===== config.mk =====
export PLATFORM = sky130hd
export DESIGN_NAME = hazard_ctrl
export DESIGN_NICKNAME = d
export VERILOG_FILES = /design/src/rtl/hazard_ctrl.sv
export SDC_FILE = /design/constraint.sdc
export NUM_CORES = 1
export LEC_CHECK = 0
export ABC_AREA = 1
export CORE_ASPECT_RATIO = 1.4
export CORE_UTILIZATION = 50
export CTS_BUF_LIST = sky130_fd_sc_hd__clkbuf_8
export DETAILED_ROUTE_END_ITERATION = 8
export PLACE_DENSITY = 0.94
export SETUP_SLACK_MARGIN = 0.4
export SLEW_MARGIN = 20
export SYNTH_ARGS = -nofsm -noshare
export SYNTH_HDL_FRONTEND = slang
export SYNTH_SLANG_ARGS = --single-unit

===== constraint.sdc =====
create_clock -name clk -period 2.6 [get_ports clk]
set_input_delay 0.52 -clock clk [delete_from_list [all_inputs] [get_ports clk]]
set_output_delay 0.52 -clock clk [all_outputs]
set_load 0.1 [all_outputs]

===== src/rtl/hazard_ctrl.sv =====
// Pipeline hazard controller: load-use stalls, branch flushes, data-memory
// wait freezing and halt, with saturating stall/flush performance counters.
module hazard_ctrl #(
  parameter int CNT_W = 16
) (
  input  logic             clk,
  input  logic             rst,
  input  logic [2:0]       IFID_Rs,
  input  logic [2:0]       IFID_Rt,
  input  logic             IFID_useRs,
  input  logic             IFID_useRt,
  input  logic [2:0]       IDEX_Rd,
  input  logic             IDEX_MemRead,
  input  logic             IDEX_WriteReg,
  input  logic             branch_taken,
  input  logic             imem_stall,
  input  logic             dmem_stall,
  input  logic             dmem_done,
  input  logic             halt_wb,
  output logic             PC_en,
  output logic             IFID_en,
  output logic             IDEX_en,
  output logic             EXMEM_en,
  output logic             MEMWB_en,
  output logic             IFID_flush,
  output logic             IDEX_bubble,
  output logic [1:0]       state,
  output logic [CNT_W-1:0] stall_cnt,
  output logic [CNT_W-1:0] flush_cnt
);

  typedef enum logic [1:0] {
    RUN     = 2'b00,
    MEMWAIT = 2'b01,
    HALTED  = 2'b10
  } state_t;

  localparam logic [CNT_W-1:0] CNT_ONE = CNT_W'(1);

  state_t     cur_state, nxt_state;
  logic       pend_flush, pend_nxt;
  logic       luh;
  logic       stall_inc, flush_inc;
  logic [4:0] en; // {PC, IFID, IDEX, EXMEM, MEMWB}

  assign state    = cur_state;
  assign PC_en    = en[4];
  assign IFID_en  = en[3];
  assign IDEX_en  = en[2];
  assign EXMEM_en = en[1];
  assign MEMWB_en = en[0];

  // Load-use hazard: a load in EX feeds a register read in ID.
  always_comb begin
    luh = IDEX_MemRead && IDEX_WriteReg && (IDEX_Rd != 3'd0) &&
          ((IFID_useRs && (IDEX_Rd == IFID_Rs)) ||
           (IFID_useRt && (IDEX_Rd == IFID_Rt)));
  end

  // Next-state and pipeline control outputs.
  always_comb begin
    nxt_state   = cur_state;
    pend_nxt    = pend_flush;
    en          = '0;
    IFID_flush  = 1'b0;
    IDEX_bubble = 1'b0;
    flush_inc   = 1'b0;
    if (rst) begin
      IFID_flush  = 1'b1;
      IDEX_bubble = 1'b1;
      nxt_state   = RUN;
      pend_nxt    = 1'b0;
    end else begin
      case (cur_state)
        RUN: begin
          if (halt_wb) begin
            nxt_state = HALTED;
          end else if (dmem_stall && !dmem_done) begin
            // A simultaneous done means a single-cycle access: fall through to the normal rows.
            nxt_state = MEMWAIT;
            if (branch_taken) pend_nxt = 1'b1;
          end else if (branch_taken) begin
            en          = '1;
            IFID_flush  = 1'b1;
            IDEX_bubble = 1'b1;
            flush_inc   = 1'b1;
          end else if (luh || imem_stall) begin
            en          = 5'b00111;
            IDEX_bubble = 1'b1;
          end else begin
            en = '1;
          end
        end
        MEMWAIT: begin
          if (dmem_done) begin
            en        = '1;
            nxt_state = RUN;
            if (pend_flush) begin
              IFID_flush  = 1'b1;
              IDEX_bubble = 1'b1;
              flush_inc   = 1'b1;
              pend_nxt    = 1'b0;
            end
          end
        end
        HALTED: begin
          nxt_state = HALTED;
        end
        default: begin
          nxt_state = RUN;
          pend_nxt  = 1'b0;
        end
      endcase
    end
  end

  assign stall_inc = !rst && !PC_en && (cur_state != HALTED);

  // State, pending flush and saturating performance counters.
  always_ff @(posedge clk) begin
    if (rst) begin
      cur_state  <= RUN;
      pend_flush <= 1'b0;
      stall_cnt  <= '0;
      flush_cnt  <= '0;
    end else begin
      cur_state  <= nxt_state;
      pend_flush <= pend_nxt;
      if (stall_inc && (stall_cnt != '1)) stall_cnt <= stall_cnt + CNT_ONE;
      if (flush_inc && (flush_cnt != '1)) flush_cnt <= flush_cnt + CNT_ONE;
    end
  end

endmodule

==> flow_metrics.env <==
export IMPL_status="finished, final reports clean"
export IMPL_wl_um=5963
export IMPL_numCtsBuffers=5
export IMPL_crit_arrival_ps=1640
export IMPL_cts_tree="built"
export IMPL_max_freq_ghz=0.4633
export IMPL_ys_seq_area_share_pct=30.17
export IMPL_antenna_found_initial=0
export IMPL_yosys_area_top_type="dfxtp_1"
export IMPL_yosysUniqueCellTypes=36
export IMPL_syn_cell_area_mm2=0.002322
export IMPL_grt_pass1_wl_um=10020
export IMPL_diodes=0
export IMPL_drv_cap=0
export IMPL_power_uw=1422
export IMPL_cp_slowest_stage_delay_ps=420
export IMPL_cts_hold_buf=0
export IMPL_slew_headroom_pct=64.23
export IMPL_fin_util_pct=70.69
export IMPL_groute_usage_overall_pct=26.89
export IMPL_drtIter0Drc=282
export IMPL_power_leakage_uw=0.001354
export IMPL_drv_slew=0
export IMPL_synthMuxAreaShare_pct=0
export IMPL_crit_buf_inv=3
export IMPL_crit_chain="clkdlybuf4s50_1, buf_4, a21oi_4, buf_12"
export IMPL_avgSynthCellArea_um2=7.016
export IMPL_clk_pin_slew_ps=70
export IMPL_num_vias=2412
export IMPL_finalSetupViolations=0
export IMPL_drcViolationCount=0
export IMPL_synth_main_ff_cell="dfxtp_1"
export IMPL_period_share_pct=83.01
export IMPL_min_path_type="flip-flop to flip-flop"
export IMPL_startpoint_type="input port"
export IMPL_start_util_pct=51.61
export IMPL_synth_compound_area_share_pct=11.75
export IMPL_core_area_mm2=0.004499
export IMPL_ys_ff_latch=35
export IMPL_grt_remaining_overflow=0
export IMPL_final_cell_mix="nand2_1 (80), buf_4 (48), nor2_1 (39)"
export IMPL_crit_required_ps=2080
export IMPL_netSwitchingFraction_pct=33.00
export IMPL_avgRoutedWirePerCell_um=12.80
export IMPL_async_reset_ff_share_pct=0
export IMPL_synthesis_instances=331
export IMPL_synth_edf_count=0
export IMPL_synth_xor_area_share_pct=7.166
export IMPL_finalClockSkew_ps=7.655
export IMPL_pwr_share_comb_pct=25.2
export IMPL_cp_end_kind="output port"
export IMPL_root_buffer="clkbuf_8"
export IMPL_ir_worst_vdd_uv=381.6
export IMPL_synth_fa_ha_area_share_pct=1.078
export IMPL_row_count=29
export IMPL_clockPowerShare_pct=35.6
export IMPL_die_w_um=59.60
export IMPL_dieArea_mm2=0.004925
export IMPL_firstDrtPassIters=4
export IMPL_p_int_uw=952.9
export IMPL_grt_max_degree=19
export IMPL_worstPathMaxFanout=15
export IMPL_slowest_stage="clkdlybuf4s50_1"
export IMPL_p_seq_share_pct=39.2
export IMPL_tightest_slew_ps=531.6
export IMPL_worst_setup_path_type="input port to output port"
export IMPL_grt_pass1_vias=2373
export IMPL_gp_congestion=0.8713
export IMPL_min_period_ps=2158
export IMPL_ant_nets=0
export IMPL_dpl_hpwl_um=4277
export IMPL_final_hold_violation_count=0
export IMPL_area_growth_pct=36.96
export IMPL_synth_simple_gate_area_share_pct=40.25
export IMPL_synthesis_nets=353
export IMPL_clk_path_buf_depth=2
export IMPL_yosys_warnings=0
export IMPL_p_switching_uw=469.4
export IMPL_fin_nets=425
export IMPL_clk_latency_ps=300
export IMPL_cts_sinks=35
export IMPL_dpl_cell_count=449
export IMPL_synthTopCellsByArea="dfxtp_1 (30%), nand2_1 (14%), nor2_1 (6.8%)"
export IMPL_finalSetupTns_ps=0
export IMPL_synth_top_area_share_pct=30.17
export IMPL_die_h_um=82.64
export IMPL_final_common_cell="nand2_1"
export IMPL_synth_top_family_by_area="simple AND/OR/NAND/NOR gates"
export IMPL_fin_cells=466
export IMPL_rsz0062_at_grt="yes"
export IMPL_htree_levels=2
export IMPL_vias_per_cell=5.176
export IMPL_port_buffers=60
export IMPL_drive_above_1_share_pct=35.89
export IMPL_crit_family="buffers and inverters"
export IMPL_p_per_area_mw_per_mm2=447.2
export IMPL_io_pins=61
export IMPL_nFillCells=394
==> registers in the layout (all words and copies together), names as in the netlist <==
signal      count
stall_cnt      16
flush_cnt      16
state           2
pend_flush      1
==> synth_stat cells, drive strengths merged (5+ instances only) <==
cell / n
nor3: 12
xor2: 14
buf: 7
a21oi: 33
dfxtp: 35
xnor2: 5
nor2: 47
o21ai: 6
nand2: 96
inv: 37
nand3: 19
==> through the flow <==
step	hold WS [ps]	worst slack [ps]	instance area (um^2)
floorplan	471.3	208.6	2409
CTS	482.9	401.7	3141
detailed placement	471.5	19.20	3017
finish	479.9	441.8	3181
global route	501.9	388.4	3181
global placement	471.7	51.75	3017
==> per-layer routing <==
metal  global-route usage, %  up-vias  wire length [um]
met5                       0        -                 0
met4                   14.19        0               190
met3                   6.075       20               321
met2                   51.12       91              3243
met1                   26.43     1106              2207
li1                        -     1195                 -
==> worst register-to-register path, delay by kind of cell (launching register included) <==
family                     cells  cell delay [ps]
adders and majority gates      1              180
and+or+nand+nor                6              810
DFF                            1              380
AOI/OAI and AO/OA              1              160
buffers and inverters          2              190
==> power groups by stage <==
stage                     registers (uW)  logic, uW  clock network [uW]
after global routing                 560        380                 537
after global placement               570        341                   0
after floorplan                      624        198                   0
after CTS                            558        347                 514
final                                558        359                 506
after detailed placement             570        346                   0
==> cell type report <==
type / count / area, um^2 / share of cell area, %
Clock buffer: 5 / 68.82 / 2.164
Clock inverter: 3 / 43.79 / 1.377
Tap cell: 62 / 77.57 / 2.439
Sequential cell: 35 / 718.2 / 22.58
Multi-Input combinational cell: 248 / 1468 / 46.14
Timing Repair Buffer: 76 / 663.1 / 20.85
Inverter: 37 / 141.4 / 4.445
==> cell families after synthesis <==
family,count (synthesis)
compound gates,43
xor+xnor,19
fa+ha+maj,2
buf+inv,48
flops,35
simple gates,184
==> worst paths after layout <==
| path | from | end | slack (ps) | cells after the start |
|---|---|---|---|---|
| setup / recovery | rst | IDEX_en | 440 | 4 |
| hold / removal | flush_cnt[0] | flush_cnt[0] | 480 | 1 |
| setup reg to reg | flush_cnt[0] | flush_cnt[2] | 770 | 10 |
| hold reg to reg | flush_cnt[0] | flush_cnt[0] | 480 | 1 |
==> what timing repair did <==
action                                  in CTS  in global routing
endpoints found under the setup margin       7                  7
endpoints found under the hold margin        0                  0
gates resized for setup                     51                 13
pin swaps                                   21                 10
setup buffers                                3                  6
(Power assumes the default switching activity.)
